File: src/rtl/cpu_pkg.sv
// Shared CPU constants and types used by the register file,
// decode stage and the register dump reader.
package cpu_pkg;

    localparam int REG_ADDR_W = 5;
    localparam int REG_DATA_W = 32;
    localparam int NUM_REGS   = 32;

    typedef enum logic [1:0] {
        IDLE  = 2'd0,
        ISSUE = 2'd1,
        HOLD  = 2'd2,
        DONE  = 2'd3
    } dump_state_t;

endpackage

File: src/rtl/regfile_dump_wrap_index_counter.sv
// Register index walker: loads a first/last pair, steps with
// wrap at NUM_REGS-1, and flags when the current index is last.
module wrap_index_counter #(
    parameter int ADDR_W   = cpu_pkg::REG_ADDR_W,
    parameter int NUM_REGS = cpu_pkg::NUM_REGS
) (
    input  logic              clk,
    input  logic              rst,
    input  logic              load,
    input  logic              inc,
    input  logic [ADDR_W-1:0] first,
    input  logic [ADDR_W-1:0] last,
    output logic [ADDR_W-1:0] idx,
    output logic              at_last
);

    localparam logic [ADDR_W-1:0] MAX_IDX = ADDR_W'(NUM_REGS - 1);

    logic [ADDR_W-1:0] last_q;

    // Load the range on start, otherwise step the index with wrap.
    always_ff @(posedge clk) begin
        if (rst) begin
            idx    <= '0;
            last_q <= '0;
        end else if (load) begin
            idx    <= first;
            last_q <= last;
        end else if (inc) begin
            idx <= (idx == MAX_IDX) ? '0 : idx + ADDR_W'(1);
        end
    end

    assign at_last = (idx == last_q);

endmodule

File: src/rtl/regfile_dump.sv
// Sequential register file reader: walks an index range through
// one read port and streams (index, value) over valid/ready.
module regfile_dump #(
    parameter int ADDR_W   = cpu_pkg::REG_ADDR_W,
    parameter int DATA_W   = cpu_pkg::REG_DATA_W,
    parameter int NUM_REGS = cpu_pkg::NUM_REGS
) (
    input  logic              clk,
    input  logic              rst,
    input  logic              start,
    input  logic              abort,
    input  logic [ADDR_W-1:0] first_reg,
    input  logic [ADDR_W-1:0] last_reg,
    output logic [ADDR_W-1:0] rd_addr,
    input  logic [DATA_W-1:0] rd_data,
    output logic              out_valid,
    input  logic              out_ready,
    output logic [ADDR_W-1:0] out_index,
    output logic [DATA_W-1:0] out_data,
    output logic              busy,
    output logic              done
);

    import cpu_pkg::*;

    dump_state_t       state_q;
    dump_state_t       state_d;
    logic              load;
    logic              inc;
    logic              capture;
    logic              clr_valid;
    logic [ADDR_W-1:0] idx;
    logic              at_last;
    logic [ADDR_W-1:0] rd_addr_q;

    wrap_index_counter #(
        .ADDR_W   (ADDR_W),
        .NUM_REGS (NUM_REGS)
    ) u_idx (
        .clk     (clk),
        .rst     (rst),
        .load    (load),
        .inc     (inc),
        .first   (first_reg),
        .last    (last_reg),
        .idx     (idx),
        .at_last (at_last)
    );

    // FSM state register.
    always_ff @(posedge clk) begin
        if (rst) state_q <= IDLE;
        else     state_q <= state_d;
    end

    // Next-state and control decode; abort overrides everything.
    always_comb begin
        state_d   = state_q;
        load      = 1'b0;
        inc       = 1'b0;
        capture   = 1'b0;
        clr_valid = 1'b0;
        if (abort) begin
            state_d   = IDLE;
            clr_valid = 1'b1;
        end else begin
            unique case (state_q)
                IDLE: begin
                    if (start) begin
                        load    = 1'b1;
                        state_d = ISSUE;
                    end
                end
                ISSUE: begin
                    capture = 1'b1;
                    state_d = HOLD;
                end
                HOLD: begin
                    if (out_valid && out_ready) begin
                        clr_valid = 1'b1;
                        if (at_last) begin
                            state_d = DONE;
                        end else begin
                            inc     = 1'b1;
                            state_d = ISSUE;
                        end
                    end
                end
                DONE: begin
                    state_d = IDLE;
                end
                default: begin
                    state_d = IDLE;
                end
            endcase
        end
    end

    // Capture the read word at the end of ISSUE; hold until handshake.
    always_ff @(posedge clk) begin
        if (rst) begin
            rd_addr_q <= '0;
            out_valid <= 1'b0;
            out_index <= '0;
            out_data  <= '0;
        end else begin
            rd_addr_q <= rd_addr;
            if (capture) begin
                out_data  <= rd_data;
                out_index <= idx;
                out_valid <= 1'b1;
            end else if (clr_valid) begin
                out_valid <= 1'b0;
            end
        end
    end

    assign rd_addr = (state_q == ISSUE) ? idx : rd_addr_q;
    assign busy    = (state_q != IDLE);
    assign done    = (state_q == DONE);

endmodule

File: config.mk
export PLATFORM = sky130hd
export DESIGN_NAME = regfile_dump
export DESIGN_NICKNAME = d
export VERILOG_FILES = /design/src/rtl/cpu_pkg.sv /design/src/rtl/regfile_dump_wrap_index_counter.sv /design/src/rtl/regfile_dump.sv
export SDC_FILE = /design/constraint.sdc
export NUM_CORES = 1
export LEC_CHECK = 0
export BUFFER_PORTS_ARGS = -buffer_cell sky130_fd_sc_hd__clkbuf_2
export CORE_MARGIN = 5
export CORE_UTILIZATION = 35
export DETAILED_ROUTE_END_ITERATION = 10
export SYNTH_ARGS = -nofsm -noshare
export SYNTH_HDL_FRONTEND = slang
export SYNTH_HIERARCHICAL = 1
export SYNTH_SLANG_ARGS = --single-unit
File: constraint.sdc
create_clock -name clk -period 2.7 [get_ports clk]
set_input_delay 0 -clock clk [delete_from_list [all_inputs] [get_ports clk]]
set_output_delay 0 -clock clk [all_outputs]
set_load 0.005 [all_outputs]
* Word level (Yosys, flattened, before mapping)
Cells that the tools add are included.
** Storage, ports and cells
- Word-level logic and storage cells :: 44
- Input port bits :: 47
- Flip-flop bits (word level) :: 55
- Output and inout bits :: 45
** Cells by class
- Equal/unequal tests :: 7
- Mux-type cells :: 22
- Add/subtract/negate cells :: 1
- Reductions and logical operators :: 7
** Operator list (number)
- $mux 5 :: 4
- $mux 1 :: 14
- $pmux 2 s4 :: 1
- $mux 2 :: 3
- $reduce_bool 2->1 :: 3
- $add 5x1->5 const B :: 1
- $eq 5x5->1 :: 1
- $eq 5x5->1 const B :: 1
- $eq 2x2->1 const B :: 2
- $ne 2x2->1 const B :: 2
- $eq 2x1->1 const B :: 1
- $logic_not 2->1 :: 1
- $reduce_and 2->1 :: 1
- $reduce_or 2->1 :: 1
- $logic_and 1x1->1 :: 1

* Longest topological paths before layout
Gate-level depths: netlist of the first run.
- Word-level depth :: 7
- Gate-level depth with buffers :: 7
- Gate-level depth less buffers :: 7

* Modules after synthesis
The synthesis of the first run kept the hierarchy.
** Modules (own cells, without submodules)
- regfile_dump :: times used 1, cells each 197, sequential area each 900.9 um^2, area each 1700.4 um^2
- wrap_index_counter :: times used 1, cells each 54, sequential area each 200.2 um^2, area each 526.8 um^2

* Worst setup path before layout of the first run
OpenSTA, ideal clock, no wires.
- Path kind :: register to register
- Start point :: register u_idx.idx[0]
- End point :: register u_idx.idx[3]
- Data arrival time :: 2.094 ns
- Setup time :: 0.091 ns
- Stages on the path, launching flop included :: 8
- Clock period less this slack :: 2.184 ns
- Slack :: 0.516 ns
- Required time :: 2.609 ns
- Path buffers :: 0
- Cells stage by stage :: dfxtp_1 > xnor2_1 > nand3_1 > nor3_1 > nor4b_1 > inv_2 > or4_1 > a311oi_1
** Between the ends
- Longest elaborated chain between the ends :: 6
- Elaborated cells between the ends (all ways) :: 11
- Those cells by class :: 1 x add/sub; 2 x eq/ne; 7 x mux; 1 x reduce/logical
** RTL lines
- from (decl) :: line regfile_dump_wrap_index_counter.sv:13 : output logic [ADDR_W-1:0] idx,
- from (signal assigned) :: line regfile_dump_wrap_index_counter.sv:27 : idx <= first;
- from (signal assigned) :: line regfile_dump_wrap_index_counter.sv:30 : idx <= (idx == MAX_IDX) ? '0 : idx + ADDR_W'(1);
- $eq 5x5->1 :: line regfile_dump_wrap_index_counter.sv:34 : assign at_last = (idx == last_q);
- via at_last :: line regfile_dump.sv:33 : logic at_last;
- $mux 1 :: line regfile_dump.sv:81 : if (at_last) begin
- $mux 1 :: line regfile_dump.sv:79 : if (out_valid && out_ready) begin
- $mux 1 :: line regfile_dump.sv:67 : unique case (state_q)
- $mux 1 :: line regfile_dump.sv:63 : if (abort) begin
- via inc :: line regfile_dump.sv:29 : logic inc;
- $reduce_bool 2->1 (no source line)
The timed path passes the listed nets, and every way through them passes these cells. The select of a mux whose other input is x is not followed.
A chain may end at the register's enable or synchronous reset.

* Final worst setup path of the first run
Ends and elaborated chain as after synthesis.

==> out/summary.txt, run 1 <==
Non-Filler Instances: 458
Routed WL: 5846 um
Pleak: 1.384 nW
Placer Congestion: 0.7516
Levels on crit path: 8
sequential area share after synthesis: 0.4944
root buffer cell: clkbuf_8
Final Hold Viols: 0
die width: 89.77 um
DP HPWL: 3898 um
DR vias: 2136
DRC violation count after routing: 0
Post-Route Setup TNS: 0 ns
Worst Hold Class: primary input to flip-flop
transition time of the tightest slew-check pin: 0.8103 ns
Buf+Inv Stages, Crit Path: 2
Synth Cell Area: 2227 um2
clock tree from TritonCTS: yes
Initial Util: 0.3548
Critical Path RT: 2.92 ns
synth-to-layout area growth: 45.11%
Worst-Skew Late Latency: 0.31 ns
Total Routing Usage GR: 0.1452
vias in the first global route: 2126
Setup crit start kind: flip-flop
CP Capture Type: flip-flop
slew margin rel.: 0.4598
# IOs: 92
largest stage delay on the critical path: 0.48 ns
worst-case reg-to-reg path depth: 8
Synth cell types: 39
PwrDens: 494.8 nW/um2
Post-synth EDFFs: 0
Rows: 29
syn_nets: 300
CTS Buffer Depth: 2
f_max: 489.4 MHz
worst r2r src: u_idx/idx[0]$_SDFFE_PP0P_
Final Cycle Share: 0.7568
delay-heaviest family, CP: simple AND/OR/NAND/NOR gates
antenna violation net count after detailed routing: 0
die area: 8059 um2
VDD IR max: 0.0003255 V
unrepaired setup endpoints after global routing: no
Slew Limit Fails: 0
Clock Skews: 0.01194 ns
Vias/cell: 4.664
Worst-path clk slew: 0.10 ns
critical path's slowest cell: dfxtp_1
first-pass detailed-route iteration total: 4
Worst EP arrival: 2.27 ns
crit path max fanout: 7
Mapped Avg Cell Area: 8.873 um2
Yosys reg bits: 55
first-pass GRT wire length: 9984 um
Mapped Cells: 251
max_cap viols: 0
reg2reg setup slack: 0.66 ns
CP Capture Point: u_idx/idx[3]$_SDFFE_PP0P_
crit path from: u_idx/idx[0]$_SDFFE_PP0P_
total grt overflow: 0
largest net degree at the start of global routing: 38
CP cell instances: xnor2_1 -> nand3_1 -> nor3_1 -> nor4b_1 -> buf_4 -> inv_2 -> or4_1 -> a311oi_1
core box area: 6277 um2
share of cells above drive strength 1: 0.3202
1st-iter DRT viols: 53
initial antenna violation count: 0
setup violators final: 0
placed insts: 408
status: finished clean
WS Path Type: flip-flop to flip-flop
HP Start: start
H-tree Lvls: 2
antenna fix cells: 0
port bufs: 91
Async SR Flop Fraction: 0
chip height: 89.77 um
Layout Nets: 429
WL per Instance: 12.76 um
yosys warns: 6
number of CTS-inserted buffers: 5
RR Endpoint: u_idx/idx[3]$_SDFFE_PP0P_
Period minus WS final: 2.043 ns
Setup Buffers After CTS: 0
Top FF cell, synth: dfxtp_1
clock sinks: 55
[metrics by stage]
| stage | power [mW] | area (um2) | util | setup slack, ns | hold WS (ns) |
|---|---|---|---|---|---|
| after floorplan | 0.9440 | 2227 | - | 0.5155 | 0.07847 |
| after global placement | 1.003 | 2694 | 0.4291 | 0.7556 | 0.2236 |
| after detailed placement | 1.004 | 2694 | 0.4291 | 0.6931 | 0.2306 |
| after CTS | 1.621 | 3232 | 0.5149 | 0.6618 | 0.01957 |
| after global routing | 1.671 | 3232 | 0.5149 | 0.4527 | 0.04514 |
| final | 1.599 | 3232 | 0.5149 | 0.6566 | 0.03245 |
[worst reg2reg max path, stage by stage (launching register included)]
cell	delay, ns
dfxtp_1	0.48
xnor2_1	0.11
nand3_1	0.10
nor3_1	0.07
nor4b_1	0.24
buf_4	0.20
inv_2	0.05
or4_1	0.46
a311oi_1	0.24
[layout by cell type, fill, tap and decap left out, types with 2 or more instances in the layout]
master / n
and3_1: 2
dlygate4sd3_1: 42
buf_4: 4
xnor2_1: 3
nand3_1: 2
mux2i_1: 7
a21oi_1: 33
nor2b_1: 7
inv_1: 3
a211oi_1: 3
nand2_1: 75
ha_1: 2
clkbuf_8: 6
clkbuf_2: 91
nor3_1: 3
a21oi_2: 5
xor2_1: 2
dfxtp_1: 55
nor2_1: 9
mux2_2: 7
[registers in the layout, summed over array words and instances, names as in the netlist]
register,cells
u_idx/last_q,5
out_index,5
out_data,32
rd_addr_q,5
u_idx/idx,5
out_valid,1
state_q,2
[Yosys cell counts, drive strengths merged, types with 3 or more instances]
master,instances,share of area
a211oi,3,0.010
a21oi,38,0.094
buf,11,0.045
clkbuf,4,0.0067
dfxtp,55,0.49
inv,4,0.0067
mux2,7,0.035
mux2i,7,0.031
nand2,75,0.13
nor2,9,0.015
nor2b,7,0.020
nor3,3,0.0067
xnor2,3,0.012
[power by group]
group	leakage (nW)	internal (mW)	switching, mW
sequential	0.446	0.832	0.0191
combinational	0.878	0.106	0.0765
clock	0.0612	0.300	0.265
[cell type report]
type | count | area (um2)
clock buffer | 6 | 82.58
tap | 77 | 96.34
fill | 612 | 3045
clock inverter | 2 | 35.03
inverter | 4 | 15.01
sequential | 55 | 1101
multi-input combinational | 177 | 996.0
timing repair buffer | 137 | 905.9
[metal layers]
| layer | global-route usage | part of all wire |
|---|---|---|
| met1 | 0.1733 | 0.44 |
| met2 | 0.2445 | 0.48 |
| met3 | 0.04758 | 0.060 |
| met4 | 0.04786 | 0.016 |
| met5 | 0 | 0 |
[timing repair]
item	CTS	global route
hold endpoints to repair	43	0
hold buffers	42	0
gates resized for setup	0	0
[worst min path at each step]
stage | to | cells after the start
2_1_floorplan | state_q[1]$_SDFFE_PP0P_ | 1
6_report | state_q[0]$_SDFFE_PP0P_ | 3
5_1_grt | state_q[0]$_SDFFE_PP0P_ | 3
3_5_place_dp | out_data[4]$_SDFFE_PP0P_ | 3
3_3_place_gp | out_data[8]$_SDFFE_PP0P_ | 3
4_1_cts | state_q[0]$_SDFFE_PP0P_ | 3
[cell families after synthesis]
family,share of synthesized area
AND/OR/NAND/NOR,0.2264
flip-flops,0.4944
AO/OA/AOI/OAI,0.1230
buffers and inverters,0.05842
multiplexers,0.06686
XOR/XNOR,0.01967
adder cells (fa/ha/maj),0.01123
Note: power is estimated with default switching activity, not from simulation.
==> run 2: changes to the inputs <==
- ABC_AREA: unset -> 1
- clock period: 2.7 -> 1.6 ns (I/O delays scaled with it)
==> run 2 against run 1 <==
  * Largest cell class unchanged
  * Clock skew is essentially flat
  * Critical path depth shrank 3
  * Power grew 68%
  * Largest power group unchanged
  * Flip-flop and latch count is the same
  * Register-to-register slack lost 0.49 ns
  * Final cell count grew 11%
==> out/summary.txt, run 2 <==
status: finished clean
Clock Skews: 0.01152 ns (-0.0004207 ns)
VDD IR max: 0.0003605 V (+11%)
CP cell instances: nand2_1 -> buf_4 -> o21ai_0 -> inv_1 -> clkbuf_2
switching share of power: 0.2317 (+0.005949)
Biggest register: out_data
critical path's slowest cell: dfxtp_1
root buffer cell: clkbuf_8
synth-to-layout area growth: 48.11%
Vias/cell: 4.502 (-3.5%)
pre-CTS WS: 0.05243 ns (-0.6406 ns)
die width: 89.53 um (-0.27%)
Synth cell types: 21 (-46%)
count leader, synth: nand2_1
port bufs: 91 (unchanged)
worst r2r src: u_idx/idx[0]$_SDFFE_PP0P_
Placer Congestion: 0.8115 (+8.0%)
xor and xnor area share after synthesis: 0.01583 (-0.003835)
Clock power frac: 0.331 (-0.023)
Setup Buffers After CTS: 0 (unchanged)
f_max: 668.7 MHz
# IOs: 92 (unchanged)
H-tree Lvls: 2 (unchanged)
PwrDens: 820.0 nW/um2 (+66%)
setup violators final: 0 (unchanged)
post-synth top area cell: dfxtp_1
Final WS setup: 0.1046 ns (-0.5520 ns)
Worst-path clk slew: 0.10 ns (about the same)
Rows: 29 (unchanged)
yosys warns: 6 (unchanged)
Synth Cell Area: 2213 um2 (-0.62%)
Period minus WS final: 1.495 ns
Final Hold Viols: 0 (unchanged)
core box area: 6241 um2 (-0.58%)
Final Cycle Share: 0.9346
WS Path Type: flip-flop to output pin
clock sinks: 55 (unchanged)
Routed WL: 5920 um (+1.3%)
antenna fix cells: 0 (unchanged)
Yosys reg bits: 55 (unchanged)
max_cap viols: 0 (unchanged)
largest stage delay on the critical path: 0.41 ns (-0.07 ns)
max FFs per register: 32 (unchanged)
Mapped Cells: 296 (+18%)
crit path max fanout: 11 (+4)
reg2reg setup slack: 0.17 ns (-0.49 ns)
DRC violation count after routing: 0 (unchanged)
Pleak: 1.532 nW (+11%)
Layout Nets: 480 (+12%)
post-synthesis compound-gate area fraction: 0.1357 (+0.01264)
Critical Path RT: 1.60 ns (-1.32 ns)
WL per Instance: 11.65 um (-8.7%)
Simple-Gate Fraction of Synth Area: 0.2487 (+0.02232)
CP Capture Type: output pin
leading cell type in the layout, fill and taps excluded: nand2_1
syn_nets: 345 (+15%)
largest cells by area after synthesis: dfxtp_1, nand2_1, a21oi_1
number of CTS-inserted buffers: 5 (unchanged)
Comb pwr share: 0.135 (+0.021)
first-pass detailed-route iteration total: 5 (+1)
transition time of the tightest slew-check pin: 0.4397 ns (-0.3707 ns)
Design Power: 2.688 mW (+68%)
mux cell area share after synthesis: 0 (-0.06685)
Setup crit start kind: flip-flop
Buf+Inv Stages, Crit Path: 3 (+1)
NetSw: 622.9 uW (+73%)
largest family of logic cells by synthesized area: simple AND/OR/NAND/NOR gates
Mapped Avg Cell Area: 7.478 um2 (-16%)
largest net degree at the start of global routing: 38 (unchanged)
sequential area share after synthesis: 0.4975 (+0.003074)
DR vias: 2287 (+7.1%)
1st-iter DRT viols: 46 (-13%)
Worst-Skew Late Latency: 0.31 ns (about the same)
DP HPWL: 4017 um (+3.0%)
share of the synthesized area in the top cell type: 0.4975 (+0.003074)
initial antenna violation count: 0 (unchanged)
share of cells above drive strength 1: 0.2877 (-0.03251)
HP Start: first_reg[0]
antenna violation net count after detailed routing: 0 (unchanged)
vias in the first global route: 2111 (-0.71%)
WHS: 0.01209 ns (-0.02036 ns)
crit path from: state_q[0]$_SDFFE_PP0P_
slew margin rel.: 0.7069 (+0.2471)
CTS Buffer Depth: 2 (unchanged)
Post-synth EDFFs: 0 (unchanged)
unrepaired setup endpoints after global routing: no
Total Routing Usage GR: 0.1487 (+0.003502)
Async SR Flop Fraction: 0 (unchanged)
Slew Limit Fails: 0 (unchanged)
first-pass GRT wire length: 9218 um (-7.7%)
delay-heaviest family, CP: flip-flops
final core utilization: 0.5253 (+0.01041)
Top FF cell, synth: dfxtp_1
adder and majority cell fraction of the synthesized area: 0.01131 (+0.00006987)
Initial Util: 0.3547 (about the same)
Worst EP arrival: 1.50 ns (-0.77 ns)
commonest cells after routing, fill and taps aside: nand2_1, clkbuf_2, dfxtp_1
commonest cells in the netlist: nand2_1, dfxtp_1, a21oi_1
die area: 8015 um2 (-0.55%)
total grt overflow: 0 (unchanged)
clock tree from TritonCTS: yes
Post-Route Setup TNS: 0 ns (unchanged)
Worst Hold Class: primary input to flip-flop
chip height: 89.53 um (-0.27%)
Pint: 2.065 mW (+67%)
sequential share of power: 0.534 (+0.002)
## run 2: cell types whose count changed after synthesis, sizes merged, moves of 5 or more
cell / delta
nor2b: -7
nand3: +7
inv: +21
mux2: -7
nor2: +16
mux2i: -7
a21oi: +5
nand2: +24
o21ai: +10
## run 2: final timing paths
check / end / cells past startpoint
min: u_idx/idx[0]$_SDFFE_PP0P_ / 3
max: rd_addr[3] / 5
max reg2reg: u_idx/idx[1]$_SDFFE_PP0P_ / 10
min reg2reg: out_data[5]$_SDFFE_PP0P_ / 2
## run 2: through the flow
stage,instance area (um2),instances
2_1_floorplan,2218,296
3_3_place_gp,2765,462
3_5_place_dp,2765,462
4_1_cts,3258,508
5_1_grt,3278,508
6_report,3278,508
## run 2: area by class of cell
| class | count | area, um2 |
|---|---|---|
| fillers | 626 | 2963 |
| well taps | 77 | 96.34 |
| inverters | 25 | 93.84 |
| repair buffers | 142 | 948.4 |
| clock inverters | 1 | 30.03 |
| clock buffers | 6 | 72.57 |
| flip-flops and latches | 55 | 1104 |
| multi-input cells | 202 | 933.4 |
## run 2: logic make-up (layout without fill, tap and decap cells)
kind of cell               after synthesis  after routing
xor gates and xnor gates                 4              4
adders and majority gates                2              2
DFF                                     55             55
and+or+nand+nor                        138            138
buffers and inverters                   39            174
AOI/OAI and AO/OA                       58             58
## run 2: metal layers
layer / share of wire / global-route usage / wire length [um] / vias up
met1: 0.43 / 0.1742 / 2531 / 1021
met3: 0.057 / 0.04147 / 337 / 9
li1: - / - / - / 1204
met4: 0.016 / 0.05007 / 93 / 0
met5: 0 / 0 / 0 / -
met2: 0.50 / 0.2605 / 2957 / 53
## run 2: repair_timing
action | 4_1_cts | 5_1_grt
setup endpoints to repair | 0 | 5
hold endpoints to repair | 39 | 0
gates resized for setup | 0 | 9
hold buffers | 39 | 0
## run 2: tightest hold or removal path, cell delays in order
cell      delay, ns
clkbuf_2       0.08
a22oi_1        0.07
a21oi_1        0.12
## run 2: power by group through the flow
stage	clock network [mW]	logic [mW]	registers [mW]
floorplan	0	0.147	1.47
global placement	0	0.281	1.47
detailed placement	0	0.283	1.47
CTS	0.928	0.359	1.43
global route	0.980	0.408	1.44
finish	0.889	0.364	1.44
==> run 3: changes to the inputs <==
- CORE_MARGIN: 5 -> unset
- CORE_UTILIZATION: 35 -> 40
- PLACE_DENSITY: unset -> 0.71
==> run 3 against run 2 <==
  * Die area shrank 27%
  * Clock skew about the same
  * Utilization up 11 points
  * Final cell count is 1.2% lower
  * Flip-flop and latch count is the same
  * Register-to-register slack got worse by 0.05 ns
  * Sequential power hardly changed
  * Via count grew 2.6%
  * Maximum frequency up 0.89%
  * Global-route usage rose by 6.2 points
  * Design area grew 0.73%
  * Critical path type is now flip-flop to flip-flop
  * Largest cell class unchanged
  * Highest routed layer unchanged
==> out/summary.txt, run 3 (synthesis results as in run 2) <==
antenna fix cells: 0 (unchanged)
port bufs: 91 (unchanged)
WL per Instance: 12.05 um (+3.4%)
Vias/cell: 4.673 (+3.8%)
Final Cycle Share: 0.9264 (-0.008204)
setup violators final: 0 (unchanged)
Final Hold Viols: 0 (unchanged)
largest net degree at the start of global routing: 37 (-2.6%)
worst-case reg-to-reg path depth: 10 (unchanged)
share of cells above drive strength 1: 0.2986 (+0.01091)
clock tree from TritonCTS: yes
Pleak: 1.543 nW (+0.70%)
Layout Nets: 480 (unchanged)
Worst EP arrival: 1.70 ns (+0.20 ns)
number of CTS-inserted buffers: 5 (unchanged)
die area: 5835 um2 (-27%)
CTS Buffer Depth: 2 (unchanged)
WS Path Type: flip-flop to flip-flop
# IOs: 92 (unchanged)
antenna violation net count after detailed routing: 0 (unchanged)
H-tree Lvls: 2 (unchanged)
synth-to-layout area growth: 49.18%
chip height: 76.39 um (-15%)
core box area: 5205 um2 (-17%)
initial antenna violation count: 0 (unchanged)
Worst Hold Class: primary input to flip-flop
unrepaired setup endpoints after global routing: no
DP HPWL: 3684 um (-8.3%)
Biggest register: out_data
Rows: 26 (-10%)
Setup Buffers After CTS: 0 (unchanged)
max FFs per register: 32 (unchanged)
CP Capture Type: flip-flop
VDD IR max: 0.0004926 V (+37%)
Setup crit start kind: flip-flop
root buffer cell: clkbuf_8
worst hold path depth: 5 (+2)
crit path max fanout: 4 (-7)
slew margin rel.: 0.6137 (-0.09319)
Slew Limit Fails: 0 (unchanged)
Clock Skews: 0.01114 ns (-0.0003835 ns)
Period minus WS final: 1.482 ns (-0.01313 ns)
Placer Congestion: 0.8850 (+9.1%)
Fill cells: 462 (-26%)
max_cap viols: 0 (unchanged)
WHS: 0.03850 ns (+0.02641 ns)
f_max: 674.6 MHz (+0.89%)
Critical Path RT: 1.82 ns (+0.22 ns)
PwrDens: 867.2 nW/um2 (+5.8%)
DRC violation count after routing: 0 (unchanged)
Routed WL: 6049 um (+2.2%)
vias in the first global route: 2258 (+7.0%)
leading cell type in the layout, fill and taps excluded: nand2_1
Worst-Skew Late Latency: 0.30 ns (about the same)
first-pass GRT wire length: 10010 um (+8.6%)
first-pass detailed-route iteration total: 4 (-1)
1st-iter DRT viols: 121 (+160%)
Initial Util: 0.4252 (+0.07059)
status: finished clean
Total Routing Usage GR: 0.2106 (+0.06186)
commonest cells after routing, fill and taps aside: nand2_1, clkbuf_2, dfxtp_1
Post-Route Setup TNS: 0 ns (unchanged)
Design Power: 2.863 mW (+6.5%)
clock sinks: 55 (unchanged)
DR vias: 2346 (+2.6%)
Worst-path clk slew: 0.09 ns (about the same)
total grt overflow: 0 (unchanged)
die width: 76.39 um (-15%)
transition time of the tightest slew-check pin: 0.5795 ns (+0.1398 ns)
==> run 3: cell types whose count changed in the layout (fill, tap and decap cells not counted), sizes merged <==
cell / delta
bufinv: +1
==> run 3: layout make-up <==
type,count,area [um2],share of cell area
Inverter,25,93.84,0.02842
Timing Repair Buffer,142,935.9,0.2834
Clock buffer,6,72.57,0.02198
Clock inverter,2,60.06,0.01819
Multi-Input combinational cell,202,945.9,0.2865
Tap cell,70,87.58,0.02653
Sequential cell,55,1106,0.3350
==> run 3: stage by stage <==
step	setup slack, ns	util	instances	area (um2)
global placement	0.09637	0.5272	455	2744
detailed placement	0.05128	0.5272	455	2744
global route	0.003624	0.6344	502	3302
floorplan	0.04276	-	296	2218
CTS	0.02480	0.6276	502	3267
finish	0.1177	0.6344	502	3302
==> run 3: final timing paths <==
check,startpoint,slack (ns),endpoint
setup reg to reg,u_idx/idx[1]$_SDFFE_PP0P_,0.12,u_idx/idx[3]$_SDFFE_PP0P_
hold reg to reg,out_data[4]$_SDFFE_PP0P_,0.47,out_data[4]$_SDFFE_PP0P_
setup / recovery,u_idx/idx[1]$_SDFFE_PP0P_,0.12,u_idx/idx[3]$_SDFFE_PP0P_
hold / removal,first_reg[1],0.04,u_idx/idx[1]$_SDFFE_PP0P_
==> run 3: power by group <==
group | total (mW) | internal [mW] | leakage, nW | switching (mW)
Sequential | 1.44 | 1.41 | 0.448 | 0.0261
Clock | 1.05 | 0.626 | 0.0654 | 0.428
Combinational | 0.373 | 0.194 | 1.03 | 0.179
Total | 2.86 | 2.23 | 1.54 | 0.633
==> run 3: worst max-delay path: stages, from the launching register on <==
cell,delay [ns]
dfxtp_2,0.34
inv_2,0.04
or2_4,0.22
nand3_2,0.07
nor2_2,0.05
nor3_4,0.14
buf_4,0.15
nand2_1,0.05
nor2_1,0.12
nand3_1,0.08
a21oi_1,0.14
==> run 3: repair_timing <==
item	4_1_cts	5_1_grt
hold buffers	39	0
resized for setup	0	14
setup endpoints to repair	0	7
endpoints found under the hold margin	39	0
==> run 3: layer usage <==
metal  vias to the layer above  wire length, um  track usage
met5                         -                0            0
met4                         0               59      0.07308
met3                         6              209      0.02635
met2                        61             3145       0.3883
met1                      1075             2634       0.2491
li1                       1204                -            -
